==> config.mk <==
export PLATFORM = sky130hd
export DESIGN_NAME = activation_search_unit
export DESIGN_NICKNAME = d
export VERILOG_FILES = /design/src/rtl/activation_search_unit.sv
export SDC_FILE = /design/constraint.sdc
export NUM_CORES = 1
export LEC_CHECK = 0
export CORE_MARGIN = 5
export CORE_UTILIZATION = 30
export CTS_CLUSTER_DIAMETER = 40
export DETAILED_ROUTE_END_ITERATION = 8
export DONT_BUFFER_PORTS = 1
export PLACE_DENSITY = 0.46
export SYNTH_ARGS = -nofsm -noshare
export SYNTH_HDL_FRONTEND = slang
export SYNTH_SLANG_ARGS = --single-unit
==> constraint.sdc <==
create_clock -name clock -period 9.2 [get_ports clock]
set_input_delay 0.92 -clock clock [delete_from_list [all_inputs] [get_ports clock]]
set_output_delay 0.92 -clock clock [all_outputs]
set_load 0.005 [all_outputs]
==> src/rtl/activation_search_unit.sv <==
// activation_search_unit
// Binary-searches a sorted signed tag ROM for the largest tag not above the
// incoming sum. It then reads that entry from the activation ROM, which holds
// sigmoid in the upper half and tanh in the lower half of each word.
// ReLU and identity bypass both ROMs.
//
// state     | meaning
// ----------+---------------------------------------------------------
// S_IDLE    | in_ready high, waiting for a request
// S_PROBE   | tag_rd/tag_addr=mid on the bus for this cycle
// S_COMPARE | tag_data valid, narrow [lo,hi] or finish the search
// S_FETCH   | act_rd/act_addr=best on the bus for this cycle
// S_CAPTURE | act_data valid, form the result
// S_DONE    | out_valid high, result held until out_ready
module activation_search_unit #(
    parameter int DATAWIDTH = 16,
    parameter int INWIDTH   = 10
) (
    input  logic                   clock,
    input  logic                   reset,
    input  logic                   in_valid,
    output logic                   in_ready,
    input  logic [DATAWIDTH-1:0]   sum,
    input  logic [1:0]             func,
    output logic [INWIDTH-1:0]     tag_addr,
    output logic                   tag_rd,
    input  logic [DATAWIDTH-1:0]   tag_data,
    output logic [INWIDTH-1:0]     act_addr,
    output logic                   act_rd,
    input  logic [2*DATAWIDTH-1:0] act_data,
    output logic                   out_valid,
    input  logic                   out_ready,
    output logic [DATAWIDTH-1:0]   activation_value,
    output logic [DATAWIDTH-1:0]   tag_value,
    output logic [INWIDTH-1:0]     tag_index,
    output logic                   saturated
);

    typedef enum logic [2:0] {
        S_IDLE,
        S_PROBE,
        S_COMPARE,
        S_FETCH,
        S_CAPTURE,
        S_DONE
    } state_t;

    // lo/hi carry one extra bit so lo = max+1 is representable and simply
    // compares greater than hi instead of wrapping to zero.
    localparam logic [INWIDTH:0]   MAX_BOUND = {1'b0, {INWIDTH{1'b1}}};
    localparam logic [INWIDTH:0]   ONE       = {{INWIDTH{1'b0}}, 1'b1};
    localparam logic [INWIDTH-1:0] MAX_IDX   = {INWIDTH{1'b1}};

    state_t                        state_q, state_d;
    logic signed [DATAWIDTH-1:0]   sum_q, sum_d;
    logic                          tanh_sel_q, tanh_sel_d;
    logic [INWIDTH:0]              lo_q, lo_d, hi_q, hi_d;
    logic [INWIDTH-1:0]            best_q, best_d;
    logic signed [DATAWIDTH-1:0]   best_tag_q, best_tag_d;
    logic                          below_q, below_d;
    logic                          in_ready_q, in_ready_d;
    logic [INWIDTH-1:0]            tag_addr_q, tag_addr_d;
    logic                          tag_rd_q, tag_rd_d;
    logic [INWIDTH-1:0]            act_addr_q, act_addr_d;
    logic                          act_rd_q, act_rd_d;
    logic                          out_valid_q, out_valid_d;
    logic [DATAWIDTH-1:0]          act_value_q, act_value_d;
    logic [DATAWIDTH-1:0]          tag_value_q, tag_value_d;
    logic [INWIDTH-1:0]            tag_index_q, tag_index_d;
    logic                          saturated_q, saturated_d;

    logic [INWIDTH:0]              lo_n, hi_n;
    logic [INWIDTH-1:0]            best_n, mid;
    logic                          search_done;

    function automatic logic [INWIDTH-1:0] mid_of(input logic [INWIDTH:0] a,
                                                  input logic [INWIDTH:0] b);
        logic [INWIDTH:0] s;
        s = a + b;
        return s[INWIDTH:1];
    endfunction

    // Next-state and next-output computation; the probe address register
    // doubles as the current mid point during COMPARE.
    always_comb begin
        state_d     = state_q;
        sum_d       = sum_q;
        tanh_sel_d  = tanh_sel_q;
        lo_d        = lo_q;
        hi_d        = hi_q;
        best_d      = best_q;
        best_tag_d  = best_tag_q;
        below_d     = below_q;
        in_ready_d  = in_ready_q;
        tag_addr_d  = tag_addr_q;
        tag_rd_d    = 1'b0;
        act_addr_d  = act_addr_q;
        act_rd_d    = 1'b0;
        out_valid_d = out_valid_q;
        act_value_d = act_value_q;
        tag_value_d = tag_value_q;
        tag_index_d = tag_index_q;
        saturated_d = saturated_q;
        lo_n        = lo_q;
        hi_n        = hi_q;
        best_n      = best_q;
        mid         = tag_addr_q;
        search_done = 1'b0;

        case (state_q)
            S_IDLE: begin
                if (in_valid) begin
                    in_ready_d = 1'b0;
                    sum_d      = sum;
                    tanh_sel_d = func[0];
                    if (func[1]) begin
                        // ReLU clamps negatives; identity passes sum through.
                        act_value_d = (!func[0] && sum[DATAWIDTH-1]) ? '0 : sum;
                        tag_value_d = sum;
                        tag_index_d = '0;
                        saturated_d = 1'b0;
                        out_valid_d = 1'b1;
                        state_d     = S_DONE;
                    end else begin
                        lo_d       = '0;
                        hi_d       = MAX_BOUND;
                        best_d     = '0;
                        best_tag_d = '0;
                        below_d    = 1'b0;
                        tag_addr_d = mid_of('0, MAX_BOUND);
                        tag_rd_d   = 1'b1;
                        state_d    = S_PROBE;
                    end
                end
            end
            S_PROBE: begin
                state_d = S_COMPARE;
            end
            S_COMPARE: begin
                if ($signed(tag_data) == sum_q) begin
                    best_n      = mid;
                    best_tag_d  = tag_data;
                    search_done = 1'b1;
                end else if ($signed(tag_data) < sum_q) begin
                    best_n     = mid;
                    best_tag_d = tag_data;
                    lo_n       = {1'b0, mid} + ONE;
                end else if (mid == '0) begin
                    // Sum lies below tag[0]; stop rather than let hi wrap.
                    below_d     = 1'b1;
                    best_tag_d  = tag_data;
                    search_done = 1'b1;
                end else begin
                    hi_n = {1'b0, mid} - ONE;
                end
                if (lo_n > hi_n) begin
                    search_done = 1'b1;
                end
                lo_d   = lo_n;
                hi_d   = hi_n;
                best_d = best_n;
                if (search_done) begin
                    act_addr_d = best_n;
                    act_rd_d   = 1'b1;
                    state_d    = S_FETCH;
                end else begin
                    tag_addr_d = mid_of(lo_n, hi_n);
                    tag_rd_d   = 1'b1;
                    state_d    = S_PROBE;
                end
            end
            S_FETCH: begin
                state_d = S_CAPTURE;
            end
            S_CAPTURE: begin
                act_value_d = tanh_sel_q ? act_data[DATAWIDTH-1:0]
                                         : act_data[2*DATAWIDTH-1:DATAWIDTH];
                tag_value_d = best_tag_q;
                tag_index_d = best_q;
                // best_tag <= sum always holds, so inequality at the top
                // entry means the sum is beyond the table.
                saturated_d = below_q || ((best_q == MAX_IDX) && (best_tag_q != sum_q));
                out_valid_d = 1'b1;
                state_d     = S_DONE;
            end
            S_DONE: begin
                if (out_ready) begin
                    out_valid_d = 1'b0;
                    in_ready_d  = 1'b1;
                    state_d     = S_IDLE;
                end
            end
            default: begin
                state_d     = S_IDLE;
                in_ready_d  = 1'b1;
                out_valid_d = 1'b0;
            end
        endcase
    end

    // State and registered outputs; reset aborts any search immediately.
    always_ff @(posedge clock or posedge reset) begin
        if (reset) begin
            state_q     <= S_IDLE;
            sum_q       <= '0;
            tanh_sel_q  <= 1'b0;
            lo_q        <= '0;
            hi_q        <= '0;
            best_q      <= '0;
            best_tag_q  <= '0;
            below_q     <= 1'b0;
            in_ready_q  <= 1'b1;
            tag_addr_q  <= '0;
            tag_rd_q    <= 1'b0;
            act_addr_q  <= '0;
            act_rd_q    <= 1'b0;
            out_valid_q <= 1'b0;
            act_value_q <= '0;
            tag_value_q <= '0;
            tag_index_q <= '0;
            saturated_q <= 1'b0;
        end else begin
            state_q     <= state_d;
            sum_q       <= sum_d;
            tanh_sel_q  <= tanh_sel_d;
            lo_q        <= lo_d;
            hi_q        <= hi_d;
            best_q      <= best_d;
            best_tag_q  <= best_tag_d;
            below_q     <= below_d;
            in_ready_q  <= in_ready_d;
            tag_addr_q  <= tag_addr_d;
            tag_rd_q    <= tag_rd_d;
            act_addr_q  <= act_addr_d;
            act_rd_q    <= act_rd_d;
            out_valid_q <= out_valid_d;
            act_value_q <= act_value_d;
            tag_value_q <= tag_value_d;
            tag_index_q <= tag_index_d;
            saturated_q <= saturated_d;
        end
    end

    assign in_ready         = in_ready_q;
    assign tag_addr         = tag_addr_q;
    assign tag_rd           = tag_rd_q;
    assign act_addr         = act_addr_q;
    assign act_rd           = act_rd_q;
    assign out_valid        = out_valid_q;
    assign activation_value = act_value_q;
    assign tag_value        = tag_value_q;
    assign tag_index        = tag_index_q;
    assign saturated        = saturated_q;

endmodule

==> reports/results.tsv <==
stage	metric	value	unit
yosys	Post-synth ARST share	100	%
global_route	first-pass GRT wire length	34.7	mm
die	io pins	137	
pwr	Leak	3.68	nW
clocking	clock sink count	136	
worst_setup_path	CP endpoint kind	flop	
clocking	Max Buffers Root-to-Sink	2	
worst_setup_path	crit path kind	in -> reg	
routing	number of remaining DRC errors	0	
clocking	CTS tree	done	
die	initial core utilization	30.4	%
routing	DRT Pass-1 Iters	4	
sta	Max Fclk	167	MHz
clocking	H-tree levels	4	
min_path	Hold Path Class	in -> async	
clocking	CTS Hold Bufs	0	
clocking	CTS buffer count	17	
global_route	vias in the first global route	5826	
global_route	initial antenna violation count	0	
yosys	main combinational cell family by area after synthesis	compound AO/OA/AOI/OAI gates	
yosys	Synth area leaders	dfrtp_1 (44%), ha_1 (6.4%), a22o_1 (5.4%)	
global_route	total grt overflow	0	
sta	final setup vio count	0	
routing	Vias	5666	
sta	final period demand of the worst path	5.98	ns
global_route	pin count of the biggest net entering global routing	75	
clocking	Root Buffer	clkbuf_16	
finish	Post-Layout Cell Count	1076	
die	die area	28700	µm²
placement	DP Area	7900	µm²
sta	Post-Route Setup TNS	0	ns
die	die height	169	µm
clocking	Resized cells post-CTS	0	
finish	Core Util, Final	33.9	%
yosys	syn_nets	864	
placement	DP Cell Count	1044	
yosys	Post-Synth XOR/XNOR Area	4.59	%
routing	DR vias/cell	5.27	
die	row count	58	
yosys	synthesized area per cell	10.1	µm²
placement	port bufs	0	
clocking	clk slew on worst S/H paths	0.06	ns
finish	P&R area growth vs syn	11.5	%
yosys	Synth Flop Type	dfrtp_1	
pwr	PwrDens	443	nW/µm²
finish	n_diodes	0	
yosys	synthesized cell area	7630	µm²
yosys	Post-synth EDFFs	0	
die	Core Area	25100	µm²
worst_setup_path	CP max FO	15	
yosys	Ys Warns	0	
job	MaxCap Viol Count	0	
yosys	Post-Synth Adder-Cell Area	6.66	%
sta	RSZ-0062 raised after global routing	false	
worst_setup_path	R2R setup slack	3.28	ns
sta	worst-margin pin slew	1.17	ns
sta	Pins Over Slew Limit	0	
sta	clk_skew	0.0105	ns
sta	Final Hold Viols	0	
pwr	worst vdd ir	0.265	mV
routing	routed wire length	22.1	mm
worst_setup_path	Arr. time, crit path	6.26	ns
sta	period utilization	65.0	%
yosys	Synth Instances	754	
yosys	area leader, netlist	dfrtp_1	
yosys	Yosys reg bits	136	
worst_setup_path	CP Launch Type	primary input	
sta	hold slack	0.424	ns
sta	Rel. slew slack	21.6	%
global_route	GRT Util Overall	15.5	%
run_status	run status	finished clean	
yosys	post-synth top area share	44.3	%
finish	final non-filler cell area	8510	µm²
yosys	mux contribution to synthesized area	8.04	%
worst_setup_path	Crit path required time	9.48	ns
yosys	compound-cell area share of the yosys netlist	19.3	%
clocking	clock latency at the later pin of the worst-skew pair	0.42	ns
clocking	Post-CTS Setup Bufs	0	
routing	Starting DRT DRC Count	371	
routing	post-route antenna net violation count	0	
placement	GP Congestion	0.842	
yosys	Seq/Total Area, Yosys	44.6	%
yosys	number of distinct library cells after synthesis	67	
routing	WL/cell	20.6	µm
placement	post-DP HPWL	16.0	mm
die	DIE WIDTH	169	µm
yosys	simple-gate share of the synthesized area	12.2	%
finish	share of layout cells above drive strength 1	10.3	%
finish	Final Net Count	843	
area by class of cell:
type / instances / area (µm²)
well taps: 330 / 413
inverters: 38 / 148
clock inverters: 14 / 173
fillers: 2580 / 16600
repair buffers: 6 / 45.0
clock buffers: 18 / 439
multi-input cells: 534 / 3890
flip-flops and latches: 136 / 3400
final timing paths:
path,start,endpoint,depth (start not counted)
max,tag_data[15],act_addr[2],15
min,reset,activation_value[6],1
max reg2reg,sum_q[15],act_addr[2],15
min reg2reg,hi_q[2],hi_q[2],1
max in group asynchronous,reset,tag_addr[2],2
min in group clock,hi_q[2],hi_q[2],1
layout by cell type, fill, tap and decap left out, types with 29 or more instances in the layout:
| cell | synthesis | layout |
|---|---|---|
| mux2i_1 | 41 | 41 |
| ha_1 | 39 | 39 |
| a21oi_1 | 30 | 30 |
| inv_1 | 38 | 37 |
| a22o_1 | 47 | 47 |
| nand2_1 | 72 | 72 |
| nor2_1 | 33 | 33 |
| o21ai_0 | 72 | 72 |
| dfrtp_1 | 135 | 135 |
| xnor2_1 | 29 | 29 |
state kept, by name, indices dropped and copies added (netlist names):
name	count
sum_q	16
below_q	1
in_ready	1
activation_value	16
act_addr	10
hi_q	11
state_q	3
out_valid	1
act_rd	1
tag_index	10
saturated	1
tag_rd	1
best_q	10
tag_addr	10
best_tag_q	16
tag_value	16
lo_q	11
tanh_sel_q	1
metal layers:
metal	share of wire, %	track usage, %
met1	44	19.8
met2	48	25.2
met4	1.3	4.17
met5	0	0
met3	7.1	5.45
Yosys cell counts, types with 11 or more instances:
cell,number
nand2_1,72
nor2_1,33
xnor2_1,29
xor2_1,11
a21oi_1,30
nor3_1,11
inv_1,38
dfrtp_1,135
a22o_1,47
o21ai_0,72
nand4_1,11
ha_1,39
clkbuf_1,33
mux2_2,18
mux2i_1,41
power by group:
group          total (mW)  internal, mW  leakage, nW  switching [mW]
combinational        1.91         0.847         1.69            1.06
sequential           1.15         0.848         1.70           0.302
clock               0.718         0.435        0.297           0.283
total                3.77          2.13         3.68            1.64
kinds of logic (layout without fill, tap and decap cells):
| family | Yosys count | count (layout) |
|---|---|---|
| AO/OA/AOI/OAI | 211 | 211 |
| XOR/XNOR | 40 | 40 |
| adder cells (fa/ha/maj) | 40 | 40 |
| buffers and inverters | 84 | 76 |
| flip-flops | 136 | 136 |
| multiplexers | 59 | 59 |
| AND/OR/NAND/NOR | 184 | 184 |
worst max-delay path, stage by stage:
cell and delay (ns):
ha_1 0.41, nand4_2 0.25, nor2_1 0.09, a221o_1 0.37, o31a_1 0.30, nor3_2 0.82
mux2_2 0.44, ha_1 0.38, or4_1 0.52, or3_1 0.35, or4b_1 0.49, o31ai_1 0.11
o211a_4 0.31, or2b_1 0.34, o21ai_0 0.17
per-stage QoR:
step,power [mW],setup slack (ns)
final,3.77,3.22
after CTS,3.81,3.18
after global routing,4.07,2.92
after floorplan,2.60,3.73
after detailed placement,3.07,2.73
after global placement,3.04,2.96
No activity file was read; power rests on OpenSTA's default activity.
